**src/rtl/dm_pkg.sv**
```systemverilog
// Shared definitions for the data-memory arbiter: access types, FSM encodings, sizing.
package dm_pkg;

    localparam int DM_DEPTH = 3072;
    localparam int DM_AW    = 12;

    localparam logic [2:0] DM_W  = 3'd0;
    localparam logic [2:0] DM_H  = 3'd1;
    localparam logic [2:0] DM_HU = 3'd2;
    localparam logic [2:0] DM_B  = 3'd3;
    localparam logic [2:0] DM_BU = 3'd4;

    localparam logic [1:0] ST_IDLE = 2'd0;
    localparam logic [1:0] ST_ACC  = 2'd1;
    localparam logic [1:0] ST_DATA = 2'd2;

    // Codes 5-7 behave as full-word accesses.
    function automatic logic dm_is_word(input logic [2:0] typ);
        return !(typ == DM_H || typ == DM_HU || typ == DM_B || typ == DM_BU);
    endfunction

    function automatic logic dm_misaligned(input logic [2:0] typ, input logic [1:0] a);
        if (dm_is_word(typ))
            return a != 2'd0;
        else if (typ == DM_H || typ == DM_HU)
            return a[0];
        else
            return 1'b0;
    endfunction

endpackage

```
**src/rtl/dm_lane.sv**
```systemverilog
// Lane logic: load sub-word extract/extend and store read-modify-write merge.
module dm_lane
    import dm_pkg::*;
(
    input  logic [2:0]  typ,
    input  logic [1:0]  addr,
    input  logic [31:0] word,
    input  logic [31:0] wdata,
    output logic [31:0] load_val,
    output logic [31:0] merged
);

    logic [15:0] half_v;
    logic [7:0]  byte_v;
    logic [31:0] half_merge;
    logic [31:0] byte_merge;

    always_comb begin
        half_v     = addr[1] ? word[31:16] : word[15:0];
        half_merge = addr[1] ? {wdata[15:0], word[15:0]} : {word[31:16], wdata[15:0]};
        case (addr)
            2'd0:    begin byte_v = word[7:0];   byte_merge = {word[31:8], wdata[7:0]}; end
            2'd1:    begin byte_v = word[15:8];  byte_merge = {word[31:16], wdata[7:0], word[7:0]}; end
            2'd2:    begin byte_v = word[23:16]; byte_merge = {word[31:24], wdata[7:0], word[15:0]}; end
            default: begin byte_v = word[31:24]; byte_merge = {wdata[7:0], word[23:0]}; end
        endcase

        load_val = word;
        merged   = wdata;
        case (typ)
            DM_H:    begin load_val = {{16{half_v[15]}}, half_v}; merged = half_merge; end
            DM_HU:   begin load_val = {16'd0, half_v};            merged = half_merge; end
            DM_B:    begin load_val = {{24{byte_v[7]}}, byte_v};  merged = byte_merge; end
            DM_BU:   begin load_val = {24'd0, byte_v};            merged = byte_merge; end
            default: begin load_val = word;                       merged = wdata;      end
        endcase
    end

endmodule

```
**src/rtl/dm_arbiter.sv**
```systemverilog
// Two-master round-robin controller for the 32-bit word data memory.
// Optional store trace enabled by defining DM_ARB_TRACE_EN.
module dm_arbiter
    import dm_pkg::*;
#(
    parameter int DEPTH = DM_DEPTH,
    parameter int AW    = DM_AW
) (
    input  logic          clk,
    input  logic          reset,
    input  logic          m0_req,
    input  logic          m0_we,
    input  logic [2:0]    m0_type,
    input  logic [31:0]   m0_addr,
    input  logic [31:0]   m0_wdata,
    input  logic [31:0]   m0_pc,
    output logic          m0_done,
    output logic [31:0]   m0_rdata,
    output logic          m0_err,
    input  logic          m1_req,
    input  logic          m1_we,
    input  logic [2:0]    m1_type,
    input  logic [31:0]   m1_addr,
    input  logic [31:0]   m1_wdata,
    input  logic [31:0]   m1_pc,
    output logic          m1_done,
    output logic [31:0]   m1_rdata,
    output logic          m1_err,
    output logic [AW-1:0] mem_addr,
    output logic          mem_we,
    output logic [31:0]   mem_wdata,
    input  logic [31:0]   mem_rdata,
    output logic [1:0]    dbg_state,
    output logic [31:0]   dbg_pc,
    output logic [31:0]   dbg_addr
);

    // Handshake: a master holds req and its fields stable until the cycle its
    // done pulses; it must drop req or present a new op in the following cycle.

    if (DEPTH > (1 << AW)) begin : g_depth_chk
        $error("dm_arbiter: AW too narrow for DEPTH");
    end

    logic [1:0]  state;
    logic        last_grant;
    logic        gnt;
    logic        l_we;
    logic [2:0]  l_type;
    logic [31:0] l_addr;
    logic [31:0] l_wdata;
    logic [31:0] l_pc;

    logic        win;
    logic        misal;
    logic        is_word;
    logic        done;
    logic        err;
    logic [31:0] rdata;
    logic [31:0] load_val;
    logic [31:0] merged;

    // On a tie the master that did not win last time is granted.
    assign win     = (m0_req && m1_req) ? ~last_grant : m1_req;
    assign misal   = dm_misaligned(l_type, l_addr[1:0]);
    assign is_word = dm_is_word(l_type);

    dm_lane u_lane (
        .typ      (l_type),
        .addr     (l_addr[1:0]),
        .word     (mem_rdata),
        .wdata    (l_wdata),
        .load_val (load_val),
        .merged   (merged)
    );

    always_ff @(posedge clk) begin
        if (!reset) begin
            state      <= ST_IDLE;
            last_grant <= 1'b1;
            gnt        <= 1'b0;
            l_we       <= 1'b0;
            l_type     <= DM_W;
            l_addr     <= 32'd0;
            l_wdata    <= 32'd0;
            l_pc       <= 32'd0;
        end else begin
            case (state)
                ST_IDLE: begin
                    if (m0_req || m1_req) begin
                        gnt        <= win;
                        last_grant <= win;
                        l_we       <= win ? m1_we    : m0_we;
                        l_type     <= win ? m1_type  : m0_type;
                        l_addr     <= win ? m1_addr  : m0_addr;
                        l_wdata    <= win ? m1_wdata : m0_wdata;
                        l_pc       <= win ? m1_pc    : m0_pc;
                        state      <= ST_ACC;
                    end
                end
                ST_ACC:  state <= (misal || (l_we && is_word)) ? ST_IDLE : ST_DATA;
                ST_DATA: state <= ST_IDLE;
                default: state <= ST_IDLE;
            endcase
        end
    end

    // Outputs are gated by reset so an abandoned transaction neither writes nor completes.
    always_comb begin
        done      = 1'b0;
        err       = 1'b0;
        rdata     = 32'd0;
        mem_we    = 1'b0;
        mem_wdata = l_wdata;
        if (reset) begin
            case (state)
                ST_ACC: begin
                    if (misal) begin
                        done = 1'b1;
                        err  = 1'b1;
                    end else if (l_we && is_word) begin
                        mem_we = 1'b1;
                        done   = 1'b1;
                    end
                end
                ST_DATA: begin
                    done = 1'b1;
                    if (l_we) begin
                        mem_we    = 1'b1;
                        mem_wdata = merged;
                    end else begin
                        rdata = load_val;
                    end
                end
                default: ;
            endcase
        end
        m0_done  = done && !gnt;
        m0_err   = err && !gnt;
        m0_rdata = gnt ? 32'd0 : rdata;
        m1_done  = done && gnt;
        m1_err   = err && gnt;
        m1_rdata = gnt ? rdata : 32'd0;
    end

    assign mem_addr  = l_addr[AW+1:2];
    assign dbg_state = state;
    assign dbg_pc    = l_pc;
    assign dbg_addr  = l_addr;

`ifdef DM_ARB_TRACE_EN
    always_ff @(posedge clk) begin
        if (reset && mem_we)
            $display("@%h: *%h <= %h", l_pc, {l_addr[31:2], 2'b00}, mem_wdata);
    end
`else
`endif

endmodule

```
**config.mk**
```make
export PLATFORM = sky130hd
export DESIGN_NAME = dm_arbiter
export DESIGN_NICKNAME = d
export VERILOG_FILES = /design/src/rtl/dm_pkg.sv /design/src/rtl/dm_lane.sv /design/src/rtl/dm_arbiter.sv
export SDC_FILE = /design/constraint.sdc
export NUM_CORES = 1
export LEC_CHECK = 0
export BUFFER_PORTS_ARGS = -buffer_cell sky130_fd_sc_hd__buf_2
export CORE_AREA = 2 2 160 162
export CTS_BUF_LIST = sky130_fd_sc_hd__clkbuf_4 sky130_fd_sc_hd__clkbuf_8
export CTS_CLUSTER_DIAMETER = 40
export DETAILED_ROUTE_END_ITERATION = 8
export DIE_AREA = 0 0 162 164
export HOLD_SLACK_MARGIN = 0.06
export SYNTH_ARGS = -nofsm -noshare
export SYNTH_HDL_FRONTEND = slang
export SYNTH_HIERARCHICAL = 1
export SYNTH_SLANG_ARGS = --single-unit
```
**constraint.sdc**
```tcl
create_clock -name clk -period 2.57 [get_ports clk]
set_input_delay 0.1285 -clock clk [delete_from_list [all_inputs] [get_ports clk]]
set_output_delay 0.1285 -clock clk [all_outputs]
set_load 0.05 [all_outputs]
```
-- Word-level counts from Yosys, hierarchy flattened
Cells that the tools add are included.
- equal/unequal tests: 9
- muxes and demuxes: 36
- bitwise logic cells: 1
- reductions and logical operators: 19
- operators with widths (cell ; count):
    32-bit 2-to-1 mux ; 12
    32-bit one-hot mux with 4 select lines ; 1
    32-bit one-hot mux with 3 select lines ; 1
    32-bit one-hot mux with 2 select lines ; 1
    8-bit one-hot mux with 3 select lines ; 1
    16-bit 2-to-1 mux ; 1
    1-bit 2-to-1 mux ; 13
    3-bit by 2-bit equality test with 1-bit output (second input constant) ; 2
    1-bit logical AND ; 6
    1-bit logical OR ; 5
    2-bit by 1-bit equality test with 1-bit output (second input constant) ; 2
    2-bit equality test (second input constant) ; 2
    2-bit logical NOT ; 2
    2-bit 2-to-1 mux ; 2
    1-bit one-hot mux with 2 select lines ; 2
    2-bit one-hot mux with 2 select lines ; 1
    2-bit OR reduction ; 2
    3-bit by 1-bit equality test with 1-bit output (second input constant) ; 1
    3-bit equality test (second input constant) ; 1
    3-bit 2-to-1 mux ; 1
    1-bit logical NOT ; 2
    2-bit != test (second input constant) ; 1
    2-bit AND reduction ; 1
    2-bit nonzero test ; 1
    1-bit NOT ; 1
- register bits after elaboration: 104
- output and inout bits: 179
- logic and storage cells: 73

-- Logic depth before layout (Yosys ltp)
Gate-level depths: netlist (run 1).
- word-level depth: 11
- depth in mapped cells: 9

-- By module
Netlist (run 1), hierarchy kept.
- modules (own cells, without submodules) (module ; instances ; cells each ; area each (um2) ; seq. area each (um2)):
    dm_arbiter ; 1 ; 609 ; 5526.6 ; 2082.0
    dm_lane ; 1 ; 351 ; 2566.2 ; 0.0

-- Worst setup path before layout (run 1)
Ideal clock, no wire load.
- kind: reg-to-output
- start: reg state[0] (netlist: dbg_state[0])
- end: out mem_we
- arrival time: 2.392 ns
- required time: 2.441 ns
- path slack: 0.050 ns
- cell stages (with the launch flop): 5
- path through: dfxtp_1 inv_1 ha_1 nand3_1 o31ai_1
- longest elaborated chain between the ends: 3
- ends and longest elaborated chain (item ; line ; RTL):
    start, declared ; dm_arbiter.sv:45 ; logic [1:0] state;
    start signal, assigned ; dm_arbiter.sv:101 ; ST_ACC: state <= (misal || (l_we && is_word)) ? ST_IDLE : ST_DATA;
    2-bit equality test / 2-bit by 1-bit equality test with 1-bit output (equally long branches) ; dm_arbiter.sv:116 ; case (state)
    1-bit one-hot mux with 2 select lines * ; dm_arbiter.sv:116 ;
    1-bit 2-to-1 mux * ; dm_arbiter.sv:115 ; if (reset) begin
    end, declared ; dm_arbiter.sv:30 ; output logic mem_we,
Mark *: on every way between the ends. The rest lies on a longest branch, timed or not.

-- Final worst setup path (run 1)
- start: reg l_type[0]
- end: out mem_we
- longest elaborated chain between the ends: 10
- ends and longest elaborated chain (item ; line ; RTL):
    start, declared ; dm_arbiter.sv:49 ; logic [2:0] l_type;
    start signal, assigned ; dm_arbiter.sv:94 ; l_type <= win ? m1_type : m0_type;
    3-bit by 1-bit equality test with 1-bit output / 3-bit by 2-bit equality test with 1-bit output (equally long branches) ; dm_pkg.sv:19, dm_pkg.sv:25 ;
    1-bit logical OR ; dm_pkg.sv:19, dm_pkg.sv:25 ;
    1-bit logical OR (2 in a row) ; dm_pkg.sv:19 ; return !(typ == DM_H || typ == DM_HU || typ == DM_B || typ == DM_BU);
    1-bit logical NOT ; dm_pkg.sv:19 ;
    1-bit logical AND ; dm_arbiter.sv:121 ; end else if (l_we && is_word) begin
    1-bit 2-to-1 mux ; dm_arbiter.sv:121 ;
    1-bit 2-to-1 mux * ; dm_arbiter.sv:118 ; if (misal) begin
    1-bit one-hot mux with 2 select lines * ; dm_arbiter.sv:116 ;
    1-bit 2-to-1 mux * ; dm_arbiter.sv:115 ;
Marks and branches as above.

==> results.toml, run 1 <==
[detailed_routing]
routed_via_density = 5.180
wl_per_cell_um = 19.19
vias = 9541
dr.pass1.iters = 5
postRouteAntennaNets = 0
routed_wl_mm = 35.34
dr.first_iter.drc_count = 638
drc = 0

[placed_design]
portBuffers = 414
dpl_cell_area_sq_mm = 0.01035
hpwlAfterDp_mm = 25.49
dp_slack_ns = 0.2495
gp_congestion = 0.8740

[synthesis]
synth_area_sq_mm = 0.008093
post_synth_xor_area_fraction_pct = 0.3247
syn-num-nets = 1199
synth_compound_area_share_pct = 26.96
avgSynthCellArea_sq_um = 8.430
synth_edf_count = 0
yosysWarnings = 6
synthAdderAreaFrac_pct = 0.4638
muxShareOfSynthArea_pct = 25.34
synth_top_family_by_area = "compound AO/OA/AOI/OAI gates"
synth_cell_type_count = 61
synth_cells = 960
synth_simple_gate_area_share_pct = 13.03
async_reset_ff_share_pct = 0
synthFlopType = "dfxtp_1"
ys_seq_elements = 104
ys_seq_area_share_pct = 25.73

[critical_path]
crit_arrival_ns = 2.35
r2r-end = "dbg_addr[14]"
worst-r2r-cell-count = 6
crit_type = "reg2out"
required_ns = 2.44
cp_cell_sequence = "buf_4 > or2_1 > xor2_1 > nand2b_1 > o31ai_1 > buf_2"
critPathLaunchType = "flop"
cpMaxStageDelayCell = "dfxtp_4"
r2r_start = "last_grant"
reg2reg_slack_ns = 0.41
endpoint_kind = "primary output"
crit_path_max_incr_delay_ns = 0.39
crit_path_max_fanout = 20

[layout]
final_core_util_pct = 50.16
final_area_sq_mm = 0.01245
fin_nets = 1738
syn2layout_area_growth_pct = 53.83
drive_above_1_share_pct = 37.17

[timing]
period_minus_slack_ns = 2.477
hold-worst-slack_ns = 0.08967
worstMarginPinSlew_ns = 0.5497
finClkSkew_ns = 0.01721
slew_headroom_pct = 63.31
rsz0062_at_grt = "yes"
finalHoldViolCount = 0
finalSetupViolations = 0
worst_slack_ns = 0.09292
fmax_ghz = 0.4037
drv_slew = 0
post-route-period-util_pct = 96.38

[min_path]
hold_class = "in2reg"
holdPathStages = 3
hold_path_end = "l_wdata[8]"
hold_start = "m1_wdata[8]"

[global_route]
grt_max_degree = 55
grt_util_all_layers_pct = 25.49
antenna_found_initial = 11
grt_pass1_wl_mm = 52.57
grt_overflow = 0
grt_pass1_vias = 9346

[clock_network]
cts_buffer_depth = 2
cts_made_buffers = 9
clk_pin_slew_ns = 0.10
cts_tree = "yes"
cts.htree.levels = 3
cts_sinks = 104
cts_root_buffer = "clkbuf_8"
clk_latency_ns = 0.39

[floorplanning]
die_area_sq_mm = 0.02657
rows = 58
boundaryPins = 415
coreArea_sq_mm = 0.02482
initial_utilization_pct = 32.61
die_y_um = 164
dieWidth_um = 162

[pwr]
p_sw_share_pct = 47.18
p_sw_mw = 3.327
intPower_mw = 3.725
p_per_area_mw_per_mm2 = 566.4
total_power_mw = 7.051
peakVddDrop_mv = 0.3363
power.share.combinational_pct = 55.6
seqPwrFrac_pct = 29.9
power_frac_clock_pct = 14.5
p_leak_nw = 5.981

[outcome]
outcome = "completed"

[flow_run]
max-cap-violations = 0
## final cells by class
cell class / count / area [sq um]
multi-input cells: 748 / 5438
clock buffers: 10 / 131.4
fillers: 2384 / 12370
diodes: 8 / 20.02
flip-flops and latches: 104 / 2097
inverters: 9 / 36.28
clock inverters: 6 / 50.05
well taps: 330 / 412.9
repair buffers: 627 / 4264
## cells in the mapped netlist (2+ instances only)
cell / n / share of area [%]
a2111oi_2: 8 / 1.5
a21boi_0: 2 / 0.19
a21o_1: 18 / 1.7
a21oi_1: 120 / 7.4
a21oi_2: 3 / 0.32
a221o_1: 14 / 1.7
a222oi_1: 2 / 0.25
a22oi_1: 6 / 0.56
a2bb2oi_1: 8 / 0.87
a32o_1: 5 / 0.62
and2_1: 67 / 5.2
and3_1: 9 / 0.70
buf_2: 34 / 2.1
buf_4: 24 / 2.2
buf_6: 13 / 1.8
clkbuf_1: 27 / 1.3
dfxtp_1: 104 / 26
ha_1: 3 / 0.46
inv_1: 8 / 0.37
mux2_1: 2 / 0.28
mux2_2: 39 / 5.4
mux2i_1: 143 / 18
mux4_2: 7 / 1.9
nand2_1: 30 / 1.4
nand2_2: 2 / 0.15
nand3_1: 3 / 0.19
nand4_1: 2 / 0.15
nor2_1: 57 / 2.6
nor2b_1: 14 / 1.1
nor3b_1: 2 / 0.19
o211a_1: 7 / 0.87
o211ai_1: 8 / 0.74
o21a_1: 2 / 0.19
o21ai_0: 128 / 7.9
o21ai_1: 3 / 0.19
o21ai_2: 3 / 0.32
o221ai_1: 8 / 0.87
xor2_1: 2 / 0.22
## critical path: cells and delay by family, from the launching register on
family / cells / cell delay, ns
AOI/OAI and AO/OA: 1 / 0.38
xor gates and xnor gates: 1 / 0.18
buffers and inverters: 2 / 0.56
DFF: 1 / 0.39
and+or+nand+nor: 2 / 0.45
## repair_timing
item / in CTS / in global routing
hold buffers: 169 / 0
pin swaps: 1 / 3
cloned: 1 / 0
setup endpoints to repair: 82 / 76
endpoints found under the hold margin: 88 / 0
gates resized for setup: 9 / 31
buffers inserted: 0 / 7
## worst max-delay path by stage
stage,from,endpoint,slack [ns],depth (start not counted)
floorplan,dbg_state[0],mem_we,0.05,4
global placement,l_type[1],m0_rdata[0],0.29,7
detailed placement,l_type[2],m0_rdata[0],0.25,7
CTS,l_type[1],mem_wdata[25],0.0002,7
global route,dbg_addr[0],m0_rdata[12],-0.02,9
finish,l_type[0],mem_we,0.09,6
## sequential cells by signal, summed over array words and instances, names as in the netlist
| signal | flops |
|---|---|
| dbg_state | 2 |
| gnt | 1 |
| l_we | 1 |
| dbg_pc | 32 |
| l_wdata | 32 |
| l_type | 3 |
| last_grant | 1 |
| dbg_addr | 32 |
## cell families after synthesis
group / after synthesis
mux: 191
xor+xnor: 3
buf+inv: 109
fa+ha+maj: 3
compound gates: 352
flops: 104
simple gates: 198
## routing by layer
metal | global-route usage, % | vias to the layer above | wire length, um
met3 | 6.389 | 84 | 2703
met5 | 0 | - | 23
li1 | - | 4608 | -
met2 | 44.70 | 443 | 17590
met1 | 28.47 | 4398 | 13410
met4 | 13.68 | 8 | 1619
## placed cells by master, fill, tap and decap left out, types with 12 or more instances in the layout
cell type      Yosys  routed
nor2_1            57      55
buf_4             24      35
a21oi_1          120     119
mux2i_1          143     143
nand2_1           30      30
o21ai_0          128     128
buf_2             34     398
nor2b_1           14      13
dfxtp_1          104     100
a21o_1            18      18
mux2_2            39      39
clkbuf_4           0      12
dlygate4sd3_1      0     169
and2_1            67      66
a221o_1           14      14
## power groups by stage
stage | Clock (mW) | Sequential [mW] | Combinational, mW
2_1_floorplan | 0 | 2.57 | 2.14
3_3_place_gp | 0 | 2.13 | 3.50
3_5_place_dp | 0 | 2.13 | 3.51
4_1_cts | 1.06 | 2.11 | 3.81
5_1_grt | 1.13 | 2.14 | 4.20
6_report | 1.02 | 2.11 | 3.92
## per-stage QoR
stage | cells | setup TNS, ns
final | 1842 | 0
after CTS | 1827 | 0
after floorplan | 960 | 0
after global placement | 1641 | 0
after global routing | 1841 | -0.1763
after detailed placement | 1641 | 0
Power figures use the tool's default switching activity.
==> run 2: changes to the inputs <==
--- a/config.mk
+++ b/config.mk
@@ -14,5 +14,4 @@
 export HOLD_SLACK_MARGIN = 0.06
 export SYNTH_ARGS = -nofsm -noshare
 export SYNTH_HDL_FRONTEND = slang
-export SYNTH_HIERARCHICAL = 1
 export SYNTH_SLANG_ARGS = --single-unit
==> run 2 against run 1 <==
  * Die area unchanged
  * Sequential share of layout area rose by 3.7 points
  * Clock-buffer cell count unchanged
  * Wire length fell by 17%
  * Critical path depth grew 1
  * Via count down 18%
  * Combinational power shrank 19%
  * Sequential power decreased by 2%
  * Cell area shrank 18%
  * Fmax increased by 0.81%
  * Synthesized cell count is 14% lower
  * Critical endpoint is now m0_rdata[19]
  * Highest routed layer unchanged
==> results.toml, run 2 <==
[clock_network]
cts.htree.levels = 3
cts_tree = "yes"
clk_pin_slew_ns = 0.12
cts_made_buffers = 9
cts_buffer_depth = 2
cts_root_buffer = "clkbuf_8"
cts_sinks = 104
clk_latency_ns = 0.38

[layout]
final_core_util_pct = 41.05
fin_nets = 1441
multi_input_area_sq_mm = 0.004893
stdcell_count = 1538
syn2layout_area_growth_pct = 41.57
final_common_cell = "buf_2"
n_fill_cell = 2564
register_area_sq_mm = 0.002090
layout_common_cells = "buf_2 (405), nand2_1 (126), mux2i_1 (107), o211a_1 (105), dfxtp_1 (100)"
drive_above_1_share_pct = 46.98

[detailed_routing]
routed_via_density = 5.090
vias = 7828
drc = 0
wl_per_cell_um = 18.98
dr.pass1.iters = 5
postRouteAntennaNets = 0
dr.first_iter.drc_count = 417
routed_wl_mm = 29.20

[synthesis]
avgSynthCellArea_sq_um = 8.755
ys_seq_area_share_pct = 28.93
yosys-top-cells-count = "nand2_1 (127), mux2i_1 (107), o211a_1 (105), dfxtp_1 (104), clkbuf_1 (45)"
synth_area_sq_mm = 0.007197
async_reset_ff_share_pct = 0
ys_seq_elements = 104
syn-num-nets = 1061
yosysWarnings = 0
yosysTopAreaCell = "dfxtp_1"
synthFlopType = "dfxtp_1"
yosysMostFrequentCell = "nand2_1"
synth_edf_count = 0
synth_area_leaders = "dfxtp_1 (29%), mux2i_1 (15%), o211a_1 (15%)"
synth_cells = 822
synth_cell_type_count = 52
synth_top_area_share_pct = 28.93

[pwr]
peakVddDrop_mv = 0.2958
p_per_area_mw_per_mm2 = 619.5
p_leak_nw = 5.640

[global_route]
grt_overflow = 0
antenna_found_initial = 6
grt_max_degree = 105
grt_pass1_vias = 7503
grt_util_all_layers_pct = 20.95
grt_pass1_wl_mm = 42.98

[floorplanning]
rows = 58
boundaryPins = 415
initial_utilization_pct = 29.00
coreArea_sq_mm = 0.02482
dieWidth_um = 162
die_area_sq_mm = 0.02657
die_y_um = 164

[timing]
finClkSkew_ns = 0.02402
fmax_ghz = 0.4070
finalSetupViolations = 0
period_minus_slack_ns = 2.457
worstMarginPinSlew_ns = 1.131
finalHoldViolCount = 0
drv_slew = 0
slew_headroom_pct = 24.57
post-route-period-util_pct = 95.61

[critical_path]
crit_path_max_incr_delay_ns = 0.48
crit_arrival_ns = 2.33
required_ns = 2.44
critPathLaunchType = "flop"
crit_path_max_fanout = 19
endpoint_kind = "primary output"
path_buf_inv = 3
cpMostUsedCell = "buf_6"
cp_top_family = "buffers and inverters"
cpMaxStageDelayCell = "or3b_2"
crit_type = "reg2out"
cp_cell_sequence = "buf_6 > or3b_2 > o22ai_2 > nor3_2 > buf_6 > o21a_1 > clkbuf_4"

[min_path]
hold_class = "in2reg"

[flow_run]
max-cap-violations = 0

[outcome]
outcome = "completed"

[placed_design]
dp_cells = 1514
gp_congestion = 0.8835
hpwlAfterDp_mm = 23.12
portBuffers = 414
## run 2: logic make-up after synthesis
kind of cell	after synthesis	share of synthesized area (%)
buffers and inverters	97	6.398
AOI/OAI and AO/OA	238	28.58
muxes	138	19.89
adders and majority gates	3	0.5216
and+or+nand+nor	240	15.44
DFF	104	28.93
xor gates and xnor gates	2	0.2434
## run 2: what timing repair did
action / 4_1_cts / 5_1_grt
hold endpoints to repair: 3 / 1
resized for setup: 13 / 24
pin swaps: 1 / 2
setup buffers: 1 / 1
hold buffers: 4 / 1
endpoints found under the setup margin: 72 / 73
## run 2: tightest hold or removal path, cell delays in order
cell and delay, ns:
buf_2 0.07, mux2i_1 0.05, nand2_1 0.06, o211a_1 0.13
## run 2: area by class of cell
cell class                 instances  share of cell area, %
timing repair buffer             460                  25.16
antenna                            1                0.02456
inverter                           6                 0.2210
clock buffer                      10                  1.351
multi-input combinational        621                  48.03
tap                              330                  4.053
sequential                       104                  20.51
clock inverter                     6                 0.6509
## run 2: per-layer routing
| layer | global-route usage [%] | share of wire (%) | vias up |
|---|---|---|---|
| li1 | - | - | 3815 |
| met1 | 24.57 | 40 | 3633 |
| met2 | 37.35 | 50 | 325 |
| met3 | 5.126 | 7.2 | 45 |
| met4 | 7.080 | 2.6 | 10 |
| met5 | 0 | 0.24 | - |
## run 2: worst paths after layout
path / start / end / slack [ns] / cells after the start
max: l_type[0] / m0_rdata[19] / 0.11 / 7
min: m0_addr[2] / dbg_addr[2] / 0.09 / 4
max reg2reg: last_grant / dbg_pc[28] / 0.23 / 6
min reg2reg: l_wdata[21] / l_wdata[21] / 0.50 / 1
## run 2: through the flow
step	hold slack, ns	setup WS [ns]	setup TNS, ns	cell area, sq um	power [mW]
after floorplan	0.3162	-0.3147	-6.536	7306	4.298
after global placement	0.4631	0.2951	0	9746	5.197
after detailed placement	0.4710	0.2303	0	9746	5.216
after CTS	0.06160	0.01135	0	10060	6.321
after global routing	0.06657	-0.01533	-0.02157	10190	6.655
final	0.08504	0.1129	0	10190	6.312
## run 2: where the power goes
part	internal, mW	switching (mW)
Clock	0.412	0.646
Sequential	1.85	0.214
Combinational	1.04	2.15
==> run 3: changes to the inputs <==
--- a/config.mk
+++ b/config.mk
@@ -12,6 +12,7 @@
 export DETAILED_ROUTE_END_ITERATION = 8
 export DIE_AREA = 0 0 162 164
 export HOLD_SLACK_MARGIN = 0.06
+export SETUP_SLACK_MARGIN = 0.5
 export SYNTH_ARGS = -nofsm -noshare
 export SYNTH_HDL_FRONTEND = slang
 export SYNTH_SLANG_ARGS = --single-unit
==> run 3 against run 2 <==
  * Utilization grew 8.7 points
  * Wire length grew 9.6%
  * Sequential power is essentially flat
  * Worst setup slack gained 0.12 ns
  * Critical endpoint is now m1_rdata[14]
==> results.toml, run 3 (same netlist as run 2, synthesis figures left out) <==
[clock_network]
cts_root_buffer = "clkbuf_8"
cts_buffer_depth = 2
cts_sinks = 104
cts_tree = "yes"
clk_latency_ns = 0.39
cts.htree.levels = 3
clk_pin_slew_ns = 0.12
cts_made_buffers = 9

[placed_design]
portBuffers = 414
gp_congestion = 0.9062
dp_slack_ns = 0.1680
hpwlAfterDp_mm = 23.53

[global_route]
grt_pass1_wl_mm = 45.76
grt_pass1_vias = 7871
antenna_found_initial = 1
grt_overflow = 0
grt_max_degree = 84
grt_util_all_layers_pct = 22.42

[floorplanning]
die_y_um = 164
initial_utilization_pct = 29.00
coreArea_sq_mm = 0.02482
die_area_sq_mm = 0.02657
boundaryPins = 415
dieWidth_um = 162
rows = 58

[timing]
finalHoldViolCount = 0
setup_tns_ns = 0
period_minus_slack_ns = 2.333
slew_headroom_pct = 59.72
finClkSkew_ns = 0.01815
post-route-period-util_pct = 90.79
worst_slack_ns = 0.2366
rsz0062_at_grt = "yes"
drv_slew = 0
fmax_ghz = 0.4286
worstMarginPinSlew_ns = 0.6042
finalSetupViolations = 0

[layout]
final_common_cell = "buf_2"
syn2layout_area_growth_pct = 71.61
diodes = 0
layout_common_cells = "buf_2 (312), nand2_1 (124), mux2i_1 (107), o211a_1 (105), dfxtp_1 (97)"
drive_above_1_share_pct = 55.65
n_fill_cell = 2355
fin_nets = 1499

[flow_run]
max-cap-violations = 0

[detailed_routing]
dr.first_iter.drc_count = 466
routed_wl_mm = 32.01
routed_via_density = 5.246
wl_per_cell_um = 20.07
dr.pass1.iters = 4
drc = 0
postRouteAntennaNets = 0
vias = 8368

[critical_path]
crit_path_max_fanout = 8
required_ns = 2.44
endpoint_kind = "primary output"
crit_arrival_ns = 2.20
critPathLaunchType = "flop"
crit_type = "reg2out"

[pwr]
peakVddDrop_mv = 0.2850
p_per_area_mw_per_mm2 = 574.7
p_leak_nw = 6.277

[outcome]
outcome = "completed"

[min_path]
hold_class = "in2reg"
-- run 3: final timing paths --
| check | startpoint | to | slack, ns | cells past startpoint |
|---|---|---|---|---|
| worst min-delay path | m1_req | last_grant | 0.08 | 3 |
| worst max register to register | last_grant | dbg_pc[10] | 0.60 | 7 |
| worst min register to register | dbg_pc[9] | dbg_pc[9] | 0.51 | 1 |
| worst max-delay path | dbg_addr[0] | m1_rdata[14] | 0.24 | 5 |
-- run 3: where the power goes --
part / switching (mW) / internal [mW]
registers: 0.205 / 1.85
clock network: 0.659 / 0.383
logic: 2.55 / 1.45
-- run 3: critical path, stage by stage (launching register included) --
cell and delay (ns):
dfxtp_4 0.38, mux4_2 0.53, a311o_4 0.45, a21oi_4 0.22, nor3_4 0.07, buf_6 0.17
-- run 3: cell type report --
| class | count | area, sq um | area share [%] |
|---|---|---|---|
| inverter | 6 | 25.02 | 0.2026 |
| tap | 330 | 412.9 | 3.343 |
| timing repair buffer | 517 | 3715 | 30.08 |
| clock inverter | 7 | 73.82 | 0.5977 |
| clock buffer | 9 | 123.9 | 1.003 |
| sequential | 104 | 2108 | 17.07 |
| multi-input combinational | 622 | 5892 | 47.71 |
-- run 3: timing repair --
action,4_1_cts,5_1_grt
hold buffers,13,0
hold endpoints to repair,9,0
gates cloned,3,2
setup endpoints to repair,101,104
resized for setup,239,76
pin swaps,39,23
buffers inserted,32,16
-- run 3: per-stage QoR --
step	utilization (%)	instance area (sq um)	instances	hold WS [ns]	power (mW)
floorplan	-	8021	822	0.3162	4.513
global placement	41.92	10400	1513	0.4709	5.448
detailed placement	41.92	10400	1513	0.4790	5.468
CTS	47.98	11910	1577	0.06004	6.946
global route	49.76	12350	1595	0.06539	7.437
finish	49.76	12350	1595	0.07943	7.098
-- run 3: metal layers --
metal  vias up  part of all wire [%]  track usage, %
li1       3936                     -               -
met2       353                    51           40.06
met3        56                   5.8           3.838
met1      4021                    40           27.33
met4         2                   2.7           7.401
met5         -                 0.034               0
